<file path="src/rtl/alu_pkg.sv">
// alu_pkg: shared definitions for the registered ALU.
//   - 6-bit opcode encodings
//   - FSM state enum
//   - flag bundle carried in the output register (c doubles as the
//     architectural carry/borrow register)
package alu_pkg;

  localparam logic [5:0] OP_ADC = 6'b010000;
  localparam logic [5:0] OP_SBB = 6'b010001;
  localparam logic [5:0] OP_ADD = 6'b010010;
  localparam logic [5:0] OP_SUB = 6'b010011;
  localparam logic [5:0] OP_MUL = 6'b010100;
  localparam logic [5:0] OP_CLC = 6'b000000;
  localparam logic [5:0] OP_EQ  = 6'b100000;
  localparam logic [5:0] OP_NE  = 6'b100001;
  localparam logic [5:0] OP_LE  = 6'b100010;
  localparam logic [5:0] OP_GT  = 6'b100011;
  localparam logic [5:0] OP_SLL = 6'b110000;
  localparam logic [5:0] OP_SRL = 6'b110001;
  localparam logic [5:0] OP_SRA = 6'b110010;

  typedef enum logic [1:0] {
    IDLE = 2'd0,
    MULT = 2'd1,
    DONE = 2'd2
  } alu_state_e;

  typedef struct packed {
    logic c;
    logic v;
    logic z;
    logic n;
    logic err;
  } alu_flags_t;

endpackage

</file>
<file path="src/rtl/alu_seq_if.sv">
// alu_seq_if: issue-side and write-back-side handshake bundle.
//   master: issue stage / write-back consumer (drives operands, outReady)
//   slave : alu_seq (drives inReady, result and flags)
interface alu_seq_if #(
  parameter int WIDTH = 32
);
  logic             inValid;
  logic             inReady;
  logic [WIDTH-1:0] a;
  logic [WIDTH-1:0] b;
  logic [5:0]       opCode;
  logic             outValid;
  logic             outReady;
  logic [WIDTH-1:0] ans1;
  logic             C;
  logic             V;
  logic             Z;
  logic             N;
  logic             err;

  modport master (
    output inValid, a, b, opCode, outReady,
    input  inReady, outValid, ans1, C, V, Z, N, err
  );

  modport slave (
    input  inValid, a, b, opCode, outReady,
    output inReady, outValid, ans1, C, V, Z, N, err
  );
endinterface

</file>
<file path="src/rtl/alu_mul_iter.sv">
// alu_mul_iter: unsigned shift-add multiplier, one partial product per cycle.
//   clk, rst   : clock, synchronous active-high reset
//   start      : load operands (ignored while busy)
//   a, b       : multiplicand, multiplier
//   busy       : iterating or holding a finished product
//   done       : product valid this cycle; busy clears on the next edge
//   result     : low WIDTH bits of a*b
// Load on the start edge, WIDTH iterations on the following edges, then done
// is presented for exactly one cycle.
module alu_mul_iter #(
  parameter int WIDTH = 32
) (
  input  logic             clk,
  input  logic             rst,
  input  logic             start,
  input  logic [WIDTH-1:0] a,
  input  logic [WIDTH-1:0] b,
  output logic             busy,
  output logic             done,
  output logic [WIDTH-1:0] result
);
  localparam int SHW = $clog2(WIDTH);
  localparam logic [SHW:0] ITER_N = (SHW+1)'(WIDTH);

  logic [WIDTH-1:0] mcand_q, mcand_d;
  logic [WIDTH-1:0] mplier_q, mplier_d;
  logic [WIDTH-1:0] acc_q, acc_d;
  logic [SHW:0]     cnt_q, cnt_d;
  logic             busy_q, busy_d;

  assign busy   = busy_q;
  assign done   = busy_q && (cnt_q == ITER_N);
  assign result = acc_q;

  always_comb begin
    mcand_d  = mcand_q;
    mplier_d = mplier_q;
    acc_d    = acc_q;
    cnt_d    = cnt_q;
    busy_d   = busy_q;
    if (busy_q) begin
      if (cnt_q == ITER_N) begin
        busy_d = 1'b0;
      end else begin
        if (mplier_q[0]) acc_d = acc_q + mcand_q;
        mcand_d  = mcand_q << 1;
        mplier_d = mplier_q >> 1;
        cnt_d    = cnt_q + 1'b1;
      end
    end else if (start) begin
      mcand_d  = a;
      mplier_d = b;
      acc_d    = '0;
      cnt_d    = '0;
      busy_d   = 1'b1;
    end
  end

  always_ff @(posedge clk) begin
    if (rst) begin
      mcand_q  <= '0;
      mplier_q <= '0;
      acc_q    <= '0;
      cnt_q    <= '0;
      busy_q   <= 1'b0;
    end else begin
      mcand_q  <= mcand_d;
      mplier_q <= mplier_d;
      acc_q    <= acc_d;
      cnt_q    <= cnt_d;
      busy_q   <= busy_d;
    end
  end

endmodule

</file>
<file path="src/rtl/alu_seq.sv">
// alu_seq: registered ALU with valid/ready on issue and write-back sides.
//   clk, rst : clock, synchronous active-high reset
//   bus      : alu_seq_if slave (operands/opCode in, result/flags out)
// Single-cycle ops are computed at acceptance and registered; MUL is handed
// to alu_mul_iter. flags_q.c is the architectural carry register.
//
//   state | meaning
//   ------+---------------------------------------------------
//   IDLE  | no result held, ready for an op
//   MULT  | multiplier iterating, not ready
//   DONE  | result/flags held until outReady; may chain an op
module alu_seq
  import alu_pkg::*;
#(
  parameter int WIDTH = 32
) (
  input  logic      clk,
  input  logic      rst,
  alu_seq_if.slave  bus
);
  localparam int SHW = $clog2(WIDTH);

  alu_state_e       state_q, state_d;
  logic [WIDTH-1:0] ans1_q, ans1_d;
  alu_flags_t       flags_q, flags_d;
  logic             out_valid_q, out_valid_d;

  logic             in_ready;
  logic             accept;
  logic             is_mul;

  logic [WIDTH-1:0] dp_ans;
  alu_flags_t       dp_flags;
  logic [WIDTH:0]   sum_ext;
  logic [WIDTH:0]   dif_ext;
  logic             ci;
  logic             sh_over;
  logic [SHW-1:0]   sh_amt;

  logic             mul_done;
  logic             mul_busy;
  logic [WIDTH-1:0] mul_res;

  assign in_ready = !rst && ((state_q == IDLE) || (state_q == DONE && bus.outReady));
  assign accept   = bus.inValid && in_ready;
  assign is_mul   = (bus.opCode == OP_MUL);

  assign bus.inReady  = in_ready;
  assign bus.outValid = out_valid_q;
  assign bus.ans1     = ans1_q;
  assign bus.C        = flags_q.c;
  assign bus.V        = flags_q.v;
  assign bus.Z        = flags_q.z;
  assign bus.N        = flags_q.n;
  assign bus.err      = flags_q.err;

  alu_mul_iter #(.WIDTH(WIDTH)) u_mul (
    .clk    (clk),
    .rst    (rst),
    .start  (accept && is_mul),
    .a      (bus.a),
    .b      (bus.b),
    .busy   (mul_busy),
    .done   (mul_done),
    .result (mul_res)
  );

  // Carry-in only for ADC/SBB; ADD/SUB force it to 0.
  assign ci      = ((bus.opCode == OP_ADC) || (bus.opCode == OP_SBB)) ? flags_q.c : 1'b0;
  assign sum_ext = {1'b0, bus.a} + {1'b0, bus.b} + {{WIDTH{1'b0}}, ci};
  assign dif_ext = {1'b0, bus.a} - {1'b0, bus.b} - {{WIDTH{1'b0}}, ci};
  // WIDTH is a power of two, so b >= WIDTH iff any bit above the shift field is set.
  assign sh_over = |bus.b[WIDTH-1:SHW];
  assign sh_amt  = bus.b[SHW-1:0];

  always_comb begin
    dp_ans       = '0;
    dp_flags     = flags_q;
    dp_flags.v   = 1'b0;
    dp_flags.err = 1'b0;
    unique case (bus.opCode)
      OP_ADC, OP_ADD: begin
        dp_ans     = sum_ext[WIDTH-1:0];
        dp_flags.c = sum_ext[WIDTH];
        dp_flags.v = (bus.a[WIDTH-1] == bus.b[WIDTH-1]) &&
                     (sum_ext[WIDTH-1] != bus.a[WIDTH-1]);
      end
      OP_SBB, OP_SUB: begin
        dp_ans     = dif_ext[WIDTH-1:0];
        dp_flags.c = dif_ext[WIDTH];
        dp_flags.v = (bus.a[WIDTH-1] != bus.b[WIDTH-1]) &&
                     (dif_ext[WIDTH-1] != bus.a[WIDTH-1]);
      end
      OP_CLC: dp_flags.c = 1'b0;
      OP_EQ:  dp_ans = {{(WIDTH-1){1'b0}}, (bus.a == bus.b)};
      OP_NE:  dp_ans = {{(WIDTH-1){1'b0}}, (bus.a != bus.b)};
      OP_LE:  dp_ans = {{(WIDTH-1){1'b0}}, (bus.a <= bus.b)};
      OP_GT:  dp_ans = {{(WIDTH-1){1'b0}}, (bus.a >  bus.b)};
      OP_SLL: dp_ans = sh_over ? '0 : (bus.a << sh_amt);
      OP_SRL: dp_ans = sh_over ? '0 : (bus.a >> sh_amt);
      OP_SRA: dp_ans = sh_over ? {WIDTH{bus.a[WIDTH-1]}}
                               : WIDTH'($signed(bus.a) >>> sh_amt);
      OP_MUL: dp_ans = '0;
      default: dp_flags.err = 1'b1;
    endcase
    dp_flags.z = (dp_ans == '0);
    dp_flags.n = dp_ans[WIDTH-1];
  end

  always_comb begin
    state_d     = state_q;
    ans1_d      = ans1_q;
    flags_d     = flags_q;
    out_valid_d = out_valid_q;
    unique case (state_q)
      IDLE, DONE: begin
        if (accept) begin
          if (is_mul) begin
            // Previous result stays on ans1 but is no longer valid.
            state_d     = MULT;
            out_valid_d = 1'b0;
          end else begin
            state_d     = DONE;
            out_valid_d = 1'b1;
            ans1_d      = dp_ans;
            flags_d     = dp_flags;
          end
        end else if (state_q == DONE && bus.outReady) begin
          state_d     = IDLE;
          out_valid_d = 1'b0;
        end
      end
      MULT: begin
        if (mul_done) begin
          state_d       = DONE;
          out_valid_d   = 1'b1;
          ans1_d        = mul_res;
          flags_d.v     = 1'b0;
          flags_d.err   = 1'b0;
          flags_d.z     = (mul_res == '0);
          flags_d.n     = mul_res[WIDTH-1];
        end
      end
      default: begin
        state_d     = IDLE;
        out_valid_d = 1'b0;
      end
    endcase
  end

  always_ff @(posedge clk) begin
    if (rst) begin
      state_q     <= IDLE;
      ans1_q      <= '0;
      flags_q     <= '0;
      out_valid_q <= 1'b0;
    end else begin
      state_q     <= state_d;
      ans1_q      <= ans1_d;
      flags_q     <= flags_d;
      out_valid_q <= out_valid_d;
    end
  end

endmodule

</file>
<file path="src/flat_wrapper.sv">
// flat-port wrapper written by rule: the top's interface ports become plain ports
module alu_seq_flat import alu_pkg::*;
#(
  parameter int WIDTH = 32
)
  (clk, rst, bus_inValid, bus_a, bus_b, bus_opCode, bus_outReady, bus_inReady, bus_outValid, bus_ans1, bus_C, bus_V, bus_Z, bus_N, bus_err);
  alu_seq_if #(.WIDTH(WIDTH)) bus_i ();
  input  logic clk;
  input  logic rst;
  input wire logic [$bits(bus_i.inValid)-1:0] bus_inValid;
  input wire logic [$bits(bus_i.a)-1:0] bus_a;
  input wire logic [$bits(bus_i.b)-1:0] bus_b;
  input wire logic [$bits(bus_i.opCode)-1:0] bus_opCode;
  input wire logic [$bits(bus_i.outReady)-1:0] bus_outReady;
  output wire logic [$bits(bus_i.inReady)-1:0] bus_inReady;
  output wire logic [$bits(bus_i.outValid)-1:0] bus_outValid;
  output wire logic [$bits(bus_i.ans1)-1:0] bus_ans1;
  output wire logic [$bits(bus_i.C)-1:0] bus_C;
  output wire logic [$bits(bus_i.V)-1:0] bus_V;
  output wire logic [$bits(bus_i.Z)-1:0] bus_Z;
  output wire logic [$bits(bus_i.N)-1:0] bus_N;
  output wire logic [$bits(bus_i.err)-1:0] bus_err;
  assign bus_i.inValid = bus_inValid;
  assign bus_i.a = bus_a;
  assign bus_i.b = bus_b;
  assign bus_i.opCode = bus_opCode;
  assign bus_i.outReady = bus_outReady;
  assign bus_inReady = bus_i.inReady;
  assign bus_outValid = bus_i.outValid;
  assign bus_ans1 = bus_i.ans1;
  assign bus_C = bus_i.C;
  assign bus_V = bus_i.V;
  assign bus_Z = bus_i.Z;
  assign bus_N = bus_i.N;
  assign bus_err = bus_i.err;
  alu_seq #(.WIDTH(WIDTH)) u_core (.clk(clk), .rst(rst), .bus(bus_i));
endmodule
</file>
<file path="config.mk">
export PLATFORM = sky130hd
export DESIGN_NAME = alu_seq_flat
export DESIGN_NICKNAME = d
export VERILOG_FILES = /design/src/rtl/alu_pkg.sv /design/src/rtl/alu_seq_if.sv /design/src/rtl/alu_mul_iter.sv /design/src/rtl/alu_seq.sv /design/src/flat_wrapper.sv
export SDC_FILE = /design/constraint.sdc
export NUM_CORES = 1
export LEC_CHECK = 0
export ABC_CLOCK_PERIOD_IN_PS = 5850
export BUFFER_PORTS_ARGS = -buffer_cell sky130_fd_sc_hd__buf_4
export CAP_MARGIN = 20
export CELL_PAD_IN_SITES_DETAIL_PLACEMENT = 0
export CELL_PAD_IN_SITES_GLOBAL_PLACEMENT = 2
export CORE_UTILIZATION = 37
export CTS_CLUSTER_SIZE = 12
export DETAILED_ROUTE_END_ITERATION = 8
export PLACE_DENSITY = 0.87
export SLEW_MARGIN = 20
export SYNTH_ARGS = -nofsm -noshare
export SYNTH_HDL_FRONTEND = slang
export SYNTH_SLANG_ARGS = --single-unit
</file>
<file path="constraint.sdc">
create_clock -name clk -period 5.85 [get_ports clk]
set_input_delay 0.2925 -clock clk [delete_from_list [all_inputs] [get_ports clk]]
set_output_delay 0.2925 -clock clk [all_outputs]
set_load 0.03 [all_outputs]
</file>
# [Word level (Yosys, flattened, before mapping)]
# Cells that the tools add are included.
[totals] register_bits=143 input_bits=74 word_cells=121
[classes] muxes=42 reduce_logical=27 bitwise=1 magnitude_cmp=2 add_sub_neg=6 eq_ne=27 shifts=3
[ops] operator="$mux 32" n=16
[ops] operator="$pmux 32 s9" n=1
[ops] operator="$logic_not 32->1" n=2
[ops] operator="$pmux 32 s2" n=1
[ops] operator="$eq 6x6->1 const B" n=8
[ops] operator="$add 32x32->33" n=1
[ops] operator="$add 33x1->33" n=1
[ops] operator="$sub 32x32->33" n=1
[ops] operator="$sub 33x1->33" n=1
[ops] operator="$add 32x32->32" n=1
[ops] operator="$eq 32x32->1" n=1
[ops] operator="$gt 32x32->1" n=1
[ops] operator="$le 32x32->1" n=1
[ops] operator="$ne 32x32->1" n=1
[ops] operator="$shl 32x5->32" n=1
[ops] operator="$shr 32x5->32" n=1
[ops] operator="$sshr 32x5->32" n=1
[ops] operator="$eq 6x5->1 const B" n=5
[ops] operator="$reduce_or 27->1" n=1
[ops] operator="$mux 6" n=3
[ops] operator="$mux 4" n=3
[ops] operator="$reduce_or 12->1" n=1
[ops] operator="$mux 1" n=9
[ops] operator="$mux 2" n=4
[ops] operator="other kinds (24)" n=42

# [Logic depth before layout (Yosys ltp)]
# Gate-level depths: netlist (run 1).
[depth] depth_word=10 depth_mapped=22 mapped_depth_nobuf=19

# [Modules after synthesis]
# From an unflattened synthesis (run 1), not the netlist that was laid out.
[hier_totals] hier_cells=2315 area_unflattened_um2=17660.7
[by_module_without_submodules] mod="alu_seq" area_per_inst_um2=11891.4 seq_area_each_um2=760.7 instances=1 cells_per_inst=1656
[by_module_without_submodules] mod="alu_mul_iter" area_per_inst_um2=5769.3 seq_area_each_um2=2062.0 instances=1 cells_per_inst=659

# [Worst setup path after synthesis (run 1)]
# Ideal clock, no wire load.
[synth_path] kind="input-to-reg" start="input port bus_b[0]" end="register u_core.flags_q (netlist bit u_core.bus.C)" t_arrival_ps=4874 required_time_ps=5771 cell_stages=22 path_slack_ps=897 path_cell_list="buf_6 buf_12 buf_2 buf_2 inv_1 fa_1 inv_1 ha_1 or2_2 fa_1 nand2b_1 a31o_2 a31oi_1 a211oi_1 a41oi_1 o21ai_1 a21oi_1 o21ai_1 a211oi_1 o21bai_1 or4_1 o211ai_1"
[synth_between] elab_chain_len=3
[synth_lines] item="from (decl)" line_no="flat_wrapper.sv:12" text="input wire logic [$bits(bus_i.b)-1:0] bus_b;"
[synth_lines] item="$sub 32x32->33 or $add 32x32->33 (tied branches)" line_no="alu_seq.sv:71, alu_seq.sv:70"
[synth_lines] item="$sub 33x1->33 or $add 33x1->33 (tied branches)" line_no="alu_seq.sv:71, alu_seq.sv:70"
[synth_lines] item="$pmux 1 s3 (*)" line_no="alu_seq.sv:81" text="unique case (bus.opCode)"
[synth_lines] item="to (signal assigned)" line_no="alu_seq.sv:160" text="flags_q <= flags_d;"
[synth_lines] item="to (decl)" line_no="alu_seq.sv:25" text="alu_flags_t flags_q, flags_d;"
# Every way passes the cells marked *; elsewhere a longest branch is shown, timed or not.
# A chain may end at the register's enable or synchronous reset.

# [Final worst setup path (run 1)]
[layout_path] start="register u_core.flags_q (netlist bit u_core.bus.C)" end="register u_core.flags_q (netlist bit u_core.bus.C)"
[layout_between] elab_chain_len=3
[layout_lines] item="$mux 1 (*)" line_no="alu_seq.sv:69" text="assign ci = ((bus.opCode == OP_ADC) || (bus.opCode == OP_SBB)) ? flags_q.c : 1'b0;"
[layout_lines] item="$sub 33x1->33 or $add 33x1->33 (tied branches)" line_no="alu_seq.sv:71, alu_seq.sv:70"
[layout_lines] item="$pmux 1 s3 (*)" line_no="alu_seq.sv:81"
# Marked as above.

==> results of run 1 <==
==> layout make-up <==
class                           count  share of cell area
Tap cell                          600              0.0397
Clock buffer                       17              0.0225
Timing Repair Buffer              148              0.0594
Sequential cell                   141               0.149
Multi-Input combinational cell   1783               0.690
Inverter                          155              0.0307
Antenna cell                        1            0.000132
Clock inverter                     15             0.00780
==> registers in the layout (all words and copies together), names as in the netlist <==
register / cells
u_core.state_q: 2
u_core.u_mul.busy: 1
u_core.bus.Z: 1
u_core.u_mul.mcand_q: 32
u_core.u_mul.mplier_q: 32
u_core.bus.C: 1
u_core.bus.err: 1
u_core.bus.V: 1
u_core.u_mul.cnt_q: 6
u_core.bus.ans1: 32
u_core.u_mul.result: 32
==> power groups by stage <==
stage	sequential, uW	combinational (uW)	clock, uW
3_5_place_dp	997	1170	0
6_report	975	1210	1090
5_1_grt	975	1280	1140
3_3_place_gp	997	1160	0
4_1_cts	975	1170	1100
2_1_floorplan	1000	778	0
==> metrics by stage <==
step	hold WS, ps	util
6_report	143	0.415
5_1_grt	167	0.415
4_1_cts	128	0.415
3_5_place_dp	454	0.403
3_3_place_gp	445	0.403
2_1_floorplan	441	-
==> final timing paths <==
kind / start / endpoint / slack [ps] / cells past startpoint
max: u_core.bus.C / u_core.bus.C / 760 / 19
min: bus_outReady / u_core.state_q[1] / 140 / 4
max reg2reg: u_core.bus.C / u_core.bus.C / 760 / 19
min reg2reg: u_core.bus.ans1[6] / u_core.bus.ans1[6] / 460 / 2
==> Yosys cell counts, types with 14 or more instances <==
cell,instances
nor2_1,258
a21oi_1,182
ha_1,159
inv_1,149
nand2_1,142
dfxtp_1,141
mux2i_1,123
clkbuf_1,108
a211oi_1,106
o21ai_0,97
nor3_1,51
xnor2_1,50
mux4_2,44
a21o_1,39
nand3_1,37
a22oi_1,32
o211ai_1,32
xor2_1,30
nor4_1,29
a31oi_1,28
nand4_1,27
buf_2,25
nand2b_1,21
and3_1,18
mux2_2,18
buf_1,17
nor2b_1,17
a221oi_1,15
o221ai_1,14
or3_1,14
==> cell usage in the layout, fill, tap and decap left out, drive strengths merged, types with 29 or more instances in the layout <==
cell type    n
nor3        52
a22oi       32
nand2      142
nor2       258
a21o        39
o211ai      32
a21oi      183
nand3       37
dfxtp      141
buf        148
o21ai      101
a211oi     107
xnor2       50
mux4        46
xor2        30
nor4        29
ha         159
inv        162
mux2i      123
==> cell families (layout without fill, tap and decap cells) <==
group / Yosys count / count (layout) / synth area share
AO/OA/AOI/OAI: 688 / 688 / 0.270
other: 0 / 1 / 0
multiplexers: 187 / 187 / 0.144
adder cells (fa/ha/maj): 164 / 164 / 0.122
flip-flops: 141 / 141 / 0.164
buffers and inverters: 318 / 335 / 0.0766
XOR/XNOR: 80 / 80 / 0.0408
AND/OR/NAND/NOR: 664 / 664 / 0.183
==> worst max-delay path, delay by kind of cell (launching register included) <==
family	cells	cell delay, ps
AO/OA/AOI/OAI	10	2040
adder cells (fa/ha/maj)	3	1160
buffers and inverters	2	230
flip-flops	1	460
AND/OR/NAND/NOR	4	1110
==> metal layers <==
| metal | wire (microns) | vias to the layer above | global-route usage |
|---|---|---|---|
| li1 | - | 8300 | - |
| met1 | 33100 | 8757 | 0.437 |
| met2 | 33900 | 942 | 0.492 |
| met3 | 7070 | 173 | 0.0640 |
| met4 | 4020 | 2 | 0.159 |
| met5 | 12 | - | 0 |
==> run metrics, run 1 <==
initial drt markers=between 2000 and 2500; Area Overhead vs Synth=10.2%; FF+latch area=around 2800 sq um; # Post-CTS Setup Buffers=0; synth top area cells=dfxtp_1 (16%), ha_1 (12%), mux2i_1 (7.2%), mux4_2 (5.8%), nor2_1 (5.6%); syn nets=2480; placed cells=roughly 2800; Cell Chain, Critical Path=nand3_1 > fa_1 > inv_1 > ha_1 > or2_2 > fa_1 > nand2b_1 > a31o_2 > a31oi_1 > buf_4 > a211oi_1 > a41oi_1 > o21ai_1 > a21oi_1 > o21ai_1 > a211oi_1 > o21bai_1 > or4_1 > o211ai_1; Worst setup SP type=flop; Synth top area share=0.164; worst-path maximum fanout=4; Avg Cell Area, Syn=approximately 7.7 sq um; Reg clk slew, reported paths=around 80 ps; Critical Path End Type=flop; mapped cell area=17200 sq um; Final TNS setup=0 ps; max_slew headroom=0.204; Detailed Place HPWL=57.9 mm; # fillers=4666; Top FF cell, synth=dfxtp_1; total congestion overflow=0; post_cts resized=0; initial antenna violation count=2; Logic pwr share=0.369; warning count from the yosys run=0; post-route cell area=18900 sq um; sequential area share after synthesis=0.164; htree depth=4; Starting Density=0.377; total CTS buffers=17; Final #Nets=between 2000 and 2500; Lkg Pwr=0.00780 uW; Post-Layout Cell Count=2860; Yosys cell types=89; GRT Total Usage=0.325; Slew Limit Fails=0; crit share post-route=0.870; clock buffer depth=2; final hold vios=0; Worst path slowest cell=fa_1; worst min-delay path class=input port to flop; fin worst setup slack=759 ps; clk_skew=13.0 ps; Async SR Flop Fraction=0; WP data arrival=5460 ps; Psw=1300 uW; vias per cell=between 6 and 7; largest net degree at the start of global routing=100; Die ar.=47300 sq um; Pre-Repair DR Iteration Count=6; Cell Int Power=between 1500 and 2000 uW; worst vdd ir=0.166 mV; fmax=0.196 GHz; Max Cap Viol=0; DP Area=between 15000 and 20000 sq um; PwrDens=173 nW/um^2; post-synth top area cell=dfxtp_1; dpl ws=638 ps; post-route minimum period=5090 ps; vias in the first global route=17000; GP Congestion=1.04; CTS hold repair buffers=0; CTS tree=done; Slew @ Worst Pin=1190 ps; first-pass GRT wire length=115 mm; layout cell share with drive strength beyond 1=0.122; die width=roughly 220 microns; Die Ht=217 microns; final wirelength=78.0 mm; critical path required time=6220 ps; routed len/inst=around 27 microns; CTS sink count=141; #FFs+latches synth=approximately 140; multi-input logic area=13100 sq um; Post-route DRC=0; critical path type=flop to flop; Ports=~110; post-route ant nets=0; RSZ-0062 raised after global routing=false; clock network power share=0.332; overall power=3270 uW; root buffer cell=clkbuf_16; sequential share of power=0.298; worst skew pair latency=about 450 ps; Final setup violation count=0; CP peak stage delay=570 ps; sw frac=0.398; Synth Instances=approximately 2200; Rows=78; status=complete, no violations; port bufs=112; core footprint=45600 sq um; Post-synth EDFFs=0; detailed-route via count=18200
(Power assumes the default switching activity.)
==> inputs of run 2 (changes only) <==
--- a/config.mk
+++ b/config.mk
@@ -8,12 +8,10 @@
 export ABC_CLOCK_PERIOD_IN_PS = 5850
 export BUFFER_PORTS_ARGS = -buffer_cell sky130_fd_sc_hd__buf_4
 export CAP_MARGIN = 20
-export CELL_PAD_IN_SITES_DETAIL_PLACEMENT = 0
-export CELL_PAD_IN_SITES_GLOBAL_PLACEMENT = 2
-export CORE_UTILIZATION = 37
+export CORE_UTILIZATION = 45
 export CTS_CLUSTER_SIZE = 12
 export DETAILED_ROUTE_END_ITERATION = 8
-export PLACE_DENSITY = 0.87
+export PLACE_DENSITY = 0.67
 export SLEW_MARGIN = 20
 export SYNTH_ARGS = -nofsm -noshare
 export SYNTH_HDL_FRONTEND = slang
==> constraint.sdc (replaced) <==
create_clock -name clk -period 5.85 [get_ports clk]
set_input_delay 0.2925 -clock clk [delete_from_list [all_inputs] [get_ports clk]]
set_output_delay 0.2925 -clock clk [all_outputs]
set_load 0.05 [all_outputs]
==> run 2 against run 1 <==
Cell area about the same. Setup slack got worse by 0.98 ps. Clock-buffer cell count increased by 4. Via count increased by 1.5%. Global-route usage increased by 6.3 points. Clock skew decreased by 2.8 ps. First-iteration DRC count decreased by 2.3%. Sequential power about the same. Critical path depth increased by 2. Worst hold slack improved by 3.9 ps. Clock power about the same. Largest cell class unchanged.
==> run metrics, run 2 (synthesis results as in run 1) <==
Pre-Repair DR Iteration Count=5; commonest non-fill, non-tap cell in the layout=nor2_1; Die ar.=a little under 40000 sq um; Lkg Pwr=slightly below 0.008 uW; WP data arrival=about 5500 ps; layout cell share with drive strength beyond 1=0.127; Worst setup SP type=input port; post-route minimum period=between 5000 and 6000 ps; clk_skew=roughly 10 ps; R2R cell count=19; Final setup violation count=0; worst skew pair latency=approximately 440 ps; Starting Density=0.457; Slew Limit Fails=0; # fillers=3699; Final TNS setup=0 ps; GP Congestion=around 1.1; total congestion overflow=0; htree depth=4; core footprint=37600 sq um; Critical Path End Type=flop; total CTS buffers=17; routed len/inst=between 20 and 30 microns; PwrDens=172 nW/um^2; initial drt markers=2017; first-pass GRT wire length=111 mm; placed cells=between 2000 and 3000; Worst Hold Depth=4; final core occ=0.503; Die Ht=about 200 microns; CTS tree=done; fmax=0.196 GHz; vias per cell=about 6.6; die width=197 microns; Reg clk slew, reported paths=60 ps; largest net degree at the start of global routing=100; CTS hold repair buffers=0; max_slew headroom=0.258; crit share post-route=0.870; root buffer cell=clkbuf_16; FF+latch area=2830 sq um; Final #Nets=2495; commonest cells after routing, fill and taps aside=nor2_1 (255), a21oi_1 (181), ha_1 (159); RSZ-0062 raised after global routing=false; worst-path maximum fanout=7; Post-Layout Cell Count=between 2000 and 3000; vias in the first global route=17000; fin worst setup slack=758 ps; Rows=71; CTS sink count=141; clock buffer depth=2; critical path required time=slightly above 6000 ps; final hold vios=0; Detailed Place HPWL=57.5 mm; dpl ws=342 ps; Area Overhead vs Synth=10.1%; critical path type=input port to flop; post-route ant nets=0; Max Cap Viol=0; detailed-route via count=18400; Slew @ Worst Pin=1110 ps; final wirelength=between 70 and 80 mm; status=complete, no violations; initial antenna violation count=2; GRT Total Usage=0.388; post_cts resized=0; multi-input logic area=approximately 13000 sq um; # Post-CTS Setup Buffers=0; Ports=roughly 110; worst vdd ir=0.195 mV; port bufs=112; post-route cell area=18900 sq um; worst min-delay path class=input port to flop; Post-route DRC=0; DP Area=approximately 18000 sq um
==> run 2: area by class of cell <==
cell class / instances / area share
sequential: 141 / 0.149
multi-input combinational: 1783 / 0.691
timing repair buffer: 159 / 0.0644
clock inverter: 11 / 0.00569
clock buffer: 21 / 0.0243
inverter: 155 / 0.0308
tap: 511 / 0.0338
antenna: 1 / 0.000132
==> run 2: power breakdown <==
| part | total, uW | leakage (uW) | switching (uW) | internal (uW) |
|---|---|---|---|---|
| sequential | 975 | 0.00114 | 7.28 | 968 |
| clock | 1060 | 0.000274 | 451 | 611 |
| combinational | 1220 | 0.00644 | 783 | 432 |
| total | 3250 | 0.00785 | 1240 | 2010 |
==> run 2: final timing paths <==
check,startpoint,to,slack [ps]
worst max-delay path,bus_opCode[2],u_core.bus.C,760
worst min-delay path,bus_outReady,u_core.state_q[1],150
worst max register to register,u_core.bus.C,u_core.bus.C,790
worst min register to register,u_core.bus.ans1[10],u_core.bus.ans1[10],460
==> run 2: per-layer routing <==
layer | track usage | vias to the layer above | share of wire
met4 | 0.200 | 2 | 0.052
met2 | 0.602 | 1061 | 0.44
li1 | - | 8335 | -
met3 | 0.0668 | 173 | 0.098
met5 | 0 | - | 0.00022
met1 | 0.515 | 8873 | 0.41
==> run 2: critical path, stage by stage <==
cell      delay [ps]
buf_4            140
nor4b_2          340
nand3_1          110
buf_4            180
fa_1             530
inv_1             60
ha_1             190
or2_2            310
fa_1             420
nand2b_1         180
a31o_2           290
a31oi_1          380
a211oi_1         250
a41oi_1          380
o21ai_1          110
a21oi_1          240
o21ai_1          160
a211oi_1         260
o21bai_1         110
or4_1            400
o211ai_1         100
==> run 2: through the flow <==
| stage | hold WS (ps) | power (uW) |
|---|---|---|
| floorplan | 441 | 1790 |
| global placement | 442 | 2160 |
| detailed placement | 453 | 2170 |
| global route | 167 | 3390 |
| CTS | 128 | 3230 |
| finish | 147 | 3250 |
